<file path="config.mk">
export PLATFORM = sky130hd
export DESIGN_NAME = slice_pix_packer_flat
export DESIGN_NICKNAME = d
export VERILOG_FILES = /design/src/rtl/slice_pix_packer_if.sv /design/src/rtl/slice_pix_packer.sv /design/src/flat_wrapper.sv
export SDC_FILE = /design/constraint.sdc
export NUM_CORES = 2
export LEC_CHECK = 0
export CAP_MARGIN = 20
export CORE_MARGIN = 2
export CORE_UTILIZATION = 46
export DETAILED_ROUTE_END_ITERATION = 16
export PLACE_DENSITY = 0.67
export REMOVE_ABC_BUFFERS = 1
export SLEW_MARGIN = 20
export SYNTH_ARGS = -nofsm -noshare
export SYNTH_HDL_FRONTEND = slang
export SYNTH_SLANG_ARGS = --single-unit
</file>
<file path="constraint.sdc">
create_clock -name clk_out_int -period 5.63 [get_ports clk_out_int]
set_input_delay 1.4075 -clock clk_out_int [delete_from_list [all_inputs] [get_ports clk_out_int]]
set_output_delay 1.4075 -clock clk_out_int [all_outputs]
set_load 0.03 [all_outputs]
</file>
<file path="src/rtl/slice_pix_packer_if.sv">
// Pixel stream bundle between the slice mux and the packer, and from the packer to the display stage.
interface slice_pix_packer_if #(
    parameter int PIX_WIDTH = 14
);
    logic [12*PIX_WIDTH-1:0] pixs_in;
    logic [3:0]              pixs_in_valid;
    logic                    pixs_in_sof;
    logic                    pixs_in_eol;
    logic                    pixs_in_eof;

    logic [12*PIX_WIDTH-1:0] pk_out;
    logic [3:0]              pk_out_valid;
    logic                    pk_out_sof;
    logic                    pk_out_eol;
    logic                    pk_out_eof;

    modport master (
        output pixs_in, pixs_in_valid, pixs_in_sof, pixs_in_eol, pixs_in_eof,
        input  pk_out, pk_out_valid, pk_out_sof, pk_out_eol, pk_out_eof
    );

    modport slave (
        input  pixs_in, pixs_in_valid, pixs_in_sof, pixs_in_eol, pixs_in_eof,
        output pk_out, pk_out_valid, pk_out_sof, pk_out_eol, pk_out_eof
    );
endinterface

</file>
<file path="src/rtl/slice_pix_packer.sv">
// Repacks the 4-lane masked raster stream into dense 4-pixel words, closing lane bubbles at
// line ends, and checks line/frame geometry with sticky error flags.
module slice_pix_packer #(
    parameter int PIX_WIDTH = 14,
    parameter int CNT_W     = 16
) (
    input  logic                 clk_out_int,
    input  logic                 rst_n,
    input  logic                 flush,
    input  logic [CNT_W-1:0]     line_width,
    input  logic [CNT_W-1:0]     frame_height,
    slice_pix_packer_if.slave    bus,
    output logic                 width_err,
    output logic                 height_err,
    output logic                 mask_err,
    output logic                 ovf_err
);
    localparam int PXW = 3 * PIX_WIDTH;

    typedef enum logic {ST_RUN, ST_FLUSH} state_t;

    typedef struct packed {
        logic [3:0][PXW-1:0] out_pix;
        logic [3:0]          out_valid;
        logic                out_sof;
        logic                out_eol;
        logic                out_eof;
        logic [2:0][PXW-1:0] res;
        logic [1:0]          res_cnt;
        logic [2:0][PXW-1:0] pend;
        logic [1:0]          pend_cnt;
        logic                pend_eof;
        logic                hold_vld;
        logic [3:0][PXW-1:0] hold_pix;
        logic [3:0]          hold_mask;
        logic                hold_eol;
        logic                hold_eof;
        logic [CNT_W-1:0]    pix_cnt;
        logic [CNT_W-1:0]    line_cnt;
        logic                width_err;
        logic                height_err;
        logic                mask_err;
        logic                ovf_err;
    } st_t;

    state_t state_reg, state_next;
    st_t    st_reg, st_next;

    function automatic logic [2:0] lead_ones(input logic [3:0] m);
        if (!m[0])      return 3'd0;
        else if (!m[1]) return 3'd1;
        else if (!m[2]) return 3'd2;
        else if (!m[3]) return 3'd3;
        else            return 3'd4;
    endfunction

    function automatic logic [3:0] therm(input logic [2:0] n);
        case (n)
            3'd0:    return 4'b0000;
            3'd1:    return 4'b0001;
            3'd2:    return 4'b0011;
            3'd3:    return 4'b0111;
            default: return 4'b1111;
        endcase
    endfunction

    logic [3:0][PXW-1:0] in_pix;
    logic                beat_in;
    logic                proc;
    logic [3:0][PXW-1:0] p_pix;
    logic [3:0]          p_mask;
    logic                p_eol, p_eof;
    logic [2:0]          n, total, rem;
    logic [6:0][PXW-1:0] cat;
    logic                emit, emit_eol, emit_eof;
    logic [2:0]          emit_n;
    logic [3:0][PXW-1:0] emit_pix;
    logic [CNT_W-1:0]    line_px, lines;
    int                  k;

    assign in_pix  = bus.pixs_in;
    assign beat_in = (|bus.pixs_in_valid) | bus.pixs_in_eol | bus.pixs_in_eof;

    always_comb begin
        st_next    = st_reg;
        state_next = state_reg;
        st_next.out_valid = 4'b0000;
        st_next.out_sof   = 1'b0;
        st_next.out_eol   = 1'b0;
        st_next.out_eof   = 1'b0;
        proc     = 1'b0;
        p_pix    = '0;
        p_mask   = '0;
        p_eol    = 1'b0;
        p_eof    = 1'b0;
        n        = '0;
        total    = '0;
        rem      = '0;
        cat      = '0;
        k        = 0;
        emit     = 1'b0;
        emit_eol = 1'b0;
        emit_eof = 1'b0;
        emit_n   = '0;
        emit_pix = st_reg.out_pix;
        line_px  = '0;
        lines    = '0;

        if (bus.pixs_in_sof) begin
            st_next.res_cnt    = '0;
            st_next.hold_vld   = 1'b0;
            st_next.pix_cnt    = '0;
            st_next.line_cnt   = '0;
            st_next.width_err  = 1'b0;
            st_next.height_err = 1'b0;
            st_next.mask_err   = 1'b0;
            st_next.ovf_err    = 1'b0;
            st_next.out_sof    = 1'b1;
            state_next         = ST_RUN;
        end else if (state_reg == ST_FLUSH) begin
            // Remainder of an over-long line end; the incoming beat parks in the hold register.
            emit       = 1'b1;
            emit_pix   = {{PXW{1'b0}}, st_reg.pend};
            emit_n     = {1'b0, st_reg.pend_cnt};
            emit_eol   = 1'b1;
            emit_eof   = st_reg.pend_eof;
            state_next = ST_RUN;
            if (beat_in) begin
                if (st_reg.hold_vld) begin
                    st_next.ovf_err = 1'b1;
                end else begin
                    st_next.hold_vld  = 1'b1;
                    st_next.hold_pix  = in_pix;
                    st_next.hold_mask = bus.pixs_in_valid;
                    st_next.hold_eol  = bus.pixs_in_eol;
                    st_next.hold_eof  = bus.pixs_in_eof;
                end
            end
        end else begin
            if (st_reg.hold_vld) begin
                proc   = 1'b1;
                p_pix  = st_reg.hold_pix;
                p_mask = st_reg.hold_mask;
                p_eol  = st_reg.hold_eol;
                p_eof  = st_reg.hold_eof;
                st_next.hold_vld  = beat_in;
                st_next.hold_pix  = in_pix;
                st_next.hold_mask = bus.pixs_in_valid;
                st_next.hold_eol  = bus.pixs_in_eol;
                st_next.hold_eof  = bus.pixs_in_eof;
            end else if (beat_in) begin
                proc   = 1'b1;
                p_pix  = in_pix;
                p_mask = bus.pixs_in_valid;
                p_eol  = bus.pixs_in_eol;
                p_eof  = bus.pixs_in_eof;
            end

            if (proc) begin
                n = lead_ones(p_mask);
                if (p_mask != therm(n))
                    st_next.mask_err = 1'b1;
                total = {1'b0, st_reg.res_cnt} + n;
                rem   = total - 3'd4;
                // Residual pixels first, then the accepted input lanes in order.
                for (int i = 0; i < 7; i++) begin
                    k = i - int'(st_reg.res_cnt);
                    if (i < int'(st_reg.res_cnt))
                        cat[i] = st_reg.res[i[1:0]];
                    else if (k < 4)
                        cat[i] = p_pix[k[1:0]];
                end

                if (p_eol && total > 3'd4) begin
                    emit             = 1'b1;
                    emit_pix         = cat[3:0];
                    emit_n           = 3'd4;
                    st_next.pend     = cat[6:4];
                    st_next.pend_cnt = rem[1:0];
                    st_next.pend_eof = p_eof;
                    st_next.res_cnt  = '0;
                    state_next       = ST_FLUSH;
                end else if (p_eol) begin
                    emit             = 1'b1;
                    emit_pix         = cat[3:0];
                    emit_n           = total;
                    emit_eol         = 1'b1;
                    emit_eof         = p_eof;
                    st_next.res_cnt  = '0;
                end else if (total >= 3'd4) begin
                    emit             = 1'b1;
                    emit_pix         = cat[3:0];
                    emit_n           = 3'd4;
                    st_next.res      = cat[6:4];
                    st_next.res_cnt  = rem[1:0];
                end else begin
                    st_next.res      = cat[2:0];
                    st_next.res_cnt  = total[1:0];
                end
            end
        end

        if (emit) begin
            st_next.out_pix   = emit_pix;
            st_next.out_valid = therm(emit_n);
            st_next.out_eol   = emit_eol;
            st_next.out_eof   = emit_eof;
            line_px = st_reg.pix_cnt + CNT_W'(emit_n);
            lines   = st_reg.line_cnt + CNT_W'(1);
            if (emit_eol) begin
                if (line_px != line_width)
                    st_next.width_err = 1'b1;
                st_next.pix_cnt = '0;
                if (emit_eof) begin
                    if (lines != frame_height)
                        st_next.height_err = 1'b1;
                    st_next.line_cnt = '0;
                end else begin
                    st_next.line_cnt = lines;
                end
            end else begin
                st_next.pix_cnt = line_px;
            end
        end

        if (flush) begin
            st_next    = '0;
            state_next = ST_RUN;
        end
    end

    always_ff @(posedge clk_out_int or negedge rst_n) begin
        if (!rst_n) begin
            state_reg <= ST_RUN;
            st_reg    <= '0;
        end else begin
            state_reg <= state_next;
            st_reg    <= st_next;
        end
    end

    assign bus.pk_out       = st_reg.out_pix;
    assign bus.pk_out_valid = st_reg.out_valid;
    assign bus.pk_out_sof   = st_reg.out_sof;
    assign bus.pk_out_eol   = st_reg.out_eol;
    assign bus.pk_out_eof   = st_reg.out_eof;
    assign width_err        = st_reg.width_err;
    assign height_err       = st_reg.height_err;
    assign mask_err         = st_reg.mask_err;
    assign ovf_err          = st_reg.ovf_err;
endmodule

</file>
<file path="src/flat_wrapper.sv">
// flat-port wrapper written by rule: the top's interface ports become plain ports
module slice_pix_packer_flat 
#(
    parameter int PIX_WIDTH = 14,
    parameter int CNT_W     = 16
)
  (clk_out_int, rst_n, flush, line_width, frame_height, width_err, height_err, mask_err, ovf_err, bus_pixs_in, bus_pixs_in_valid, bus_pixs_in_sof, bus_pixs_in_eol, bus_pixs_in_eof, bus_pk_out, bus_pk_out_valid, bus_pk_out_sof, bus_pk_out_eol, bus_pk_out_eof);
  slice_pix_packer_if #(.PIX_WIDTH(PIX_WIDTH)) bus_i ();
  input  logic clk_out_int;
  input  logic rst_n;
  input  logic flush;
  input  logic [CNT_W-1:0] line_width;
  input  logic [CNT_W-1:0] frame_height;
  output logic width_err;
  output logic height_err;
  output logic mask_err;
  output logic ovf_err;
  input wire logic [$bits(bus_i.pixs_in)-1:0] bus_pixs_in;
  input wire logic [$bits(bus_i.pixs_in_valid)-1:0] bus_pixs_in_valid;
  input wire logic [$bits(bus_i.pixs_in_sof)-1:0] bus_pixs_in_sof;
  input wire logic [$bits(bus_i.pixs_in_eol)-1:0] bus_pixs_in_eol;
  input wire logic [$bits(bus_i.pixs_in_eof)-1:0] bus_pixs_in_eof;
  output wire logic [$bits(bus_i.pk_out)-1:0] bus_pk_out;
  output wire logic [$bits(bus_i.pk_out_valid)-1:0] bus_pk_out_valid;
  output wire logic [$bits(bus_i.pk_out_sof)-1:0] bus_pk_out_sof;
  output wire logic [$bits(bus_i.pk_out_eol)-1:0] bus_pk_out_eol;
  output wire logic [$bits(bus_i.pk_out_eof)-1:0] bus_pk_out_eof;
  assign bus_i.pixs_in = bus_pixs_in;
  assign bus_i.pixs_in_valid = bus_pixs_in_valid;
  assign bus_i.pixs_in_sof = bus_pixs_in_sof;
  assign bus_i.pixs_in_eol = bus_pixs_in_eol;
  assign bus_i.pixs_in_eof = bus_pixs_in_eof;
  assign bus_pk_out = bus_i.pk_out;
  assign bus_pk_out_valid = bus_i.pk_out_valid;
  assign bus_pk_out_sof = bus_i.pk_out_sof;
  assign bus_pk_out_eol = bus_i.pk_out_eol;
  assign bus_pk_out_eof = bus_i.pk_out_eof;
  slice_pix_packer #(.PIX_WIDTH(PIX_WIDTH), .CNT_W(CNT_W)) u_core (.clk_out_int(clk_out_int), .rst_n(rst_n), .flush(flush), .line_width(line_width), .frame_height(frame_height), .bus(bus_i), .width_err(width_err), .height_err(height_err), .mask_err(mask_err), .ovf_err(ovf_err));
endmodule
</file>
* Word level (Yosys, flattened, before mapping)
Index checks and enable logic that the tools add are counted.
** Word-level totals
- Flip-flop bits (word level) :: 644
- Bits of input ports :: 210
- Word-level logic and storage cells :: 227
** Cells by class
- Add/subtract/negate cells :: 11
- Magnitude comparators :: 19
- Equality and inequality tests :: 17
- Mux-type cells :: 123
- Bitwise operators :: 2
- Reduce and logical (&&, ||, !) cells :: 23
** Operators by type and width (count)
- $mux 168 :: 10
- $mux 42 :: 17
- $mux 643 :: 1
- $bmux 42 s2 :: 7
- $mux 175 :: 3
- $mux 257 :: 2
- $mux 126 :: 3
- $mux 174 :: 2
- $mux 129 :: 2
- $lt 32x4->1 const B :: 7
- $mux 172 :: 1
- $mux 128 :: 1
- $mux 34 :: 2
- $mux 1 :: 42
- $mux 3 :: 13
- $mux 16 :: 2
- $ne 16x16->1 :: 2
- $pmux 4 s4 :: 2
- $mux 4 :: 7
- $reduce_bool 3->1 :: 8
- $lt 2x3->1 const B :: 7
- $mux 18 :: 1
- $add 16x1->16 const B :: 1
- $add 16x3->16 :: 1
- 26 further kinds :: 51

* Logic depth before layout (Yosys ltp)
- Word-level depth :: 28
- Gate-level depth with buffers :: 25

* Least setup slack after synthesis
Ideal clock, no wire load.
- Path kind :: in2reg
- Start :: in bus_pixs_in_valid[2]
- End :: reg u_core.st_reg, in the netlist u_core.width_err
- Library setup time :: 0.136 ns
- Arrival :: 5.228 ns
- Setup slack :: 0.266 ns
- Stages :: 20
- Buffers on the path :: 1
- Path through :: inv_1 > o21ai_0 > a31o_2 > ha_1 > fa_1 > xor2_1 > mux2_2 > clkbuf_1 > a32oi_1 > nor2_1 > ha_1 > inv_1 > fa_1 > nor2b_1 > o21ai_0 > xnor2_1 > nand4_1 > a2111oi_0 > and4b_1 > a21oi_1
** RTL lines
- start, declared :: line flat_wrapper.sv:19 : input wire logic [$bits(bus_i.pixs_in_valid)-1:0] bus_pixs_in_valid;
- end signal, assigned :: line slice_pix_packer.sv:238 : st_reg <= st_next;
- end, declared :: line slice_pix_packer.sv:47 : st_t st_reg, st_next;

==> impl_metrics.json <==
{
  "finalHoldViolations": 0,
  "grt_pass1_vias": 28155,
  "finClkSkew_ns": 0.0311,
  "seq_area_frac_synth_pct": 46.0,
  "synth_cell_types": 72,
  "die_area_um2": 78400,
  "grt.total_usage_pct": 29.3,
  "critPathKind": "input pin to flop",
  "yosys-top-cells-count": "644 x dfrtp_1, 351 x nand2_1, 323 x nor2_1, 320 x a22o_1, 254 x o21ai_0",
  "vias_per_cell": 6.34,
  "io_buffer_count": 388,
  "wire_per_inst_um": 25.3,
  "layout.nets": 3778,
  "cts_resized": 0,
  "fin_total_pwr_w": 0.0115,
  "grt_setup_unrepaired": "false",
  "max_freq_mhz": 194,
  "start_kind": "input pin",
  "setup-violations-final": 0,
  "wirelength_mm": 116,
  "area_growth_syn_to_layout_pct": 17.0,
  "p_leak_nw": 17.0,
  "fin_crit_sh_pct": 91.7,
  "peakVddDrop_v": 0.000191,
  "synth.most_common_cell": "dfrtp_1",
  "crit_chain": "clkdlybuf4s50_1 > inv_1 > o21ai_0 > a31o_2 > ha_1 > fa_1 > xor2_1 > mux2_4 > a32oi_1 > nor2_1 > ha_1 > inv_1 > fa_1 > nor2b_1 > o21ai_0 > xnor2_1 > nand4_1 > a2111oi_0 > and4b_1 > a21oi_1",
  "cts-hold-fix-buffers": 0,
  "yosysTopAreaCellShare_pct": 46.0,
  "slew_headroom_pct": 23.8,
  "end_kind": "flop",
  "die_h_um": 280,
  "min_path_type": "flop to flop",
  "antenna_found_initial": 13,
  "clk_latency_ns": 0.63,
  "cts_tree": "yes",
  "clkTransAtPathRegs_ns": 0.06,
  "ys.flop_type": "dfrtp_1",
  "cp.buffers_inverters": 3,
  "syn_area_um2": 35100,
  "coreArea_um2": 75700,
  "critPathMaxFanout": 4,
  "max_stage_delay_ns": 0.44,
  "dp_hpwl_mm": 71.8,
  "utilization_pct": 54.2,
  "detailroute.via_count": 29187,
  "core.rowCount": 101,
  "grt_pass1_wl_mm": 177,
  "cts_sinks": 644,
  "ff2ff_setup_slack_ns": 1.10,
  "period_minus_slack_ns": 5.16,
  "slew_viol_final": 0,
  "cts_inserted_buffers": 74,
  "h-tree-depth": 3,
  "n_fill_cell": 6557,
  "p_per_area_nw_per_um2": 281,
  "yosys-top-cells-area": "dfrtp_1 46%, a22o_1 8.0%, mux4_2 5.4%",
  "clockBufferDepth": 3,
  "place_congestion": 0.828,
  "synth-async-reset-ratio_pct": 100,
  "netlist_instances": 3495,
  "synth_area_per_cell_um2": 10.0,
  "top_level_ports": 389,
  "synth_seq_cells": 644,
  "critPathArrivalTime_ns": 5.64,
  "route.detailed.drc": 0,
  "largest_reg_flops": 464,
  "synth_top_area_cell": "dfrtp_1",
  "maxCapViolCount": 0,
  "yosysWarnings": 0,
  "grt_max_degree": 146,
  "crit_slowest_cell": "fa_1",
  "drt_iter0_drc": 3370,
  "root_buffer": "clkbuf_16",
  "crit_family": "adder cells",
  "first_pass_iters": 6,
  "antenna_left": 0,
  "post_cts_buffers": 0,
  "crit_required_ns": 6.11,
  "drive_gt1_share_pct": 11.0,
  "synth_edf_count": 0,
  "die_w_um": 280,
  "grt.overflow.total": 0,
  "tightest_slew_ns": 1.14,
  "start_util_pct": 46.3,
  "run_status": "complete, no violations"
}
## routing by layer
| layer | wire (um) | vias up | global-route usage (%) |
|---|---|---|---|
| li1 | - | 12867 | - |
| met1 | 49300 | 14719 | 41.6 |
| met2 | 53300 | 1362 | 45.2 |
| met3 | 9810 | 233 | 5.55 |
| met4 | 3700 | 6 | 9.86 |
| met5 | 46 | - | 0 |
## placed cells by master, fill, tap and decap left out, types with 4 or more instances in the layout
master,count
clkbuf_16,75
mux2_2,63
o22ai_1,5
clkdlybuf4s50_1,386
dfrtp_1,640
nand4_1,10
buf_4,78
mux4_2,84
nand3_1,18
a32o_1,22
mux2i_1,155
clkbuf_1,22
buf_12,16
and2_1,6
inv_1,20
ha_1,5
o21ai_1,140
clkbuf_8,18
a222oi_1,39
nor2_1,320
xnor2_1,30
inv_6,4
nand2b_1,30
nor2_4,4
o21ai_0,253
diode_2,9
nor3_1,45
xor2_1,16
and3_1,12
nand2_2,4
o31ai_1,43
nor2b_1,7
o221ai_1,84
dfrtp_4,4
nand2_1,348
a221oi_1,46
a22o_1,320
clkinv_2,9
a21oi_1,137
a31oi_1,21
## report_power, final
part	internal, W	switching [W]	total, W
combinational	0.000674	0.00104	0.00172
sequential	0.00479	0.000144	0.00494
clock	0.00284	0.00202	0.00486
## area by class of cell
type                       instances  area, um^2  share of cell area [%]
sequential                       644       16100                    39.3
tap                              978        1220                    2.98
clock inverter                    16         193                   0.470
timing repair buffer             481        4780                    11.7
clock buffer                     115        2210                    5.38
multi-input combinational       2335       16400                    39.9
inverter                          23        88.8                   0.217
antenna                            9        22.5                  0.0549
## metrics by stage
stage / setup TNS, ns / hold slack (ns) / std cells / worst slack, ns / area (um^2)
2_1_floorplan: -5912.67 / 0.447 / 3002 / -10.52 / 32400
3_3_place_gp: 0 / 0.458 / 4461 / 0.0490 / 38600
3_5_place_dp: -0.0763 / 0.467 / 4461 / -0.0763 / 38600
4_1_cts: 0 / 0.480 / 4592 / 0.540 / 41000
5_1_grt: 0 / 0.500 / 4597 / 0.175 / 41000
6_report: 0 / 0.475 / 4601 / 0.465 / 41000
## tightest hold or removal path, cell delays in order, from the launching register on
cell	delay (ns)
dfrtp_1	0.33
nand2_1	0.05
o21ai_1	0.06
## logic make-up after synthesis
family	share of synthesized area, %
xor gates and xnor gates	1.15
DFF	46.0
muxes	11.9
AOI/OAI and AO/OA	22.8
and+or+nand+nor	9.94
adders and majority gates	0.364
buffers and inverters	7.86
## path summary, 6_finish.rpt
check	depth (start not counted)	endpoint	start
max in group asynchronous	2	u_core.st_reg[79]$_DFFE_PN0P_	rst_n
worst max register to register	19	u_core.width_err$_DFF_PN0_	u_core.st_reg[210]$_DFFE_PN0P_
worst max-delay path	20	u_core.width_err$_DFF_PN0_	bus_pixs_in_valid[2]
min in group asynchronous	1	u_core.st_reg[170]$_DFFE_PN0P_	rst_n
worst min-delay path	2	u_core.st_reg[291]$_DFFE_PN0P_	u_core.st_reg[291]$_DFFE_PN0P_
worst min register to register	2	u_core.st_reg[291]$_DFFE_PN0P_	u_core.st_reg[291]$_DFFE_PN0P_
(Power assumes the default switching activity.)
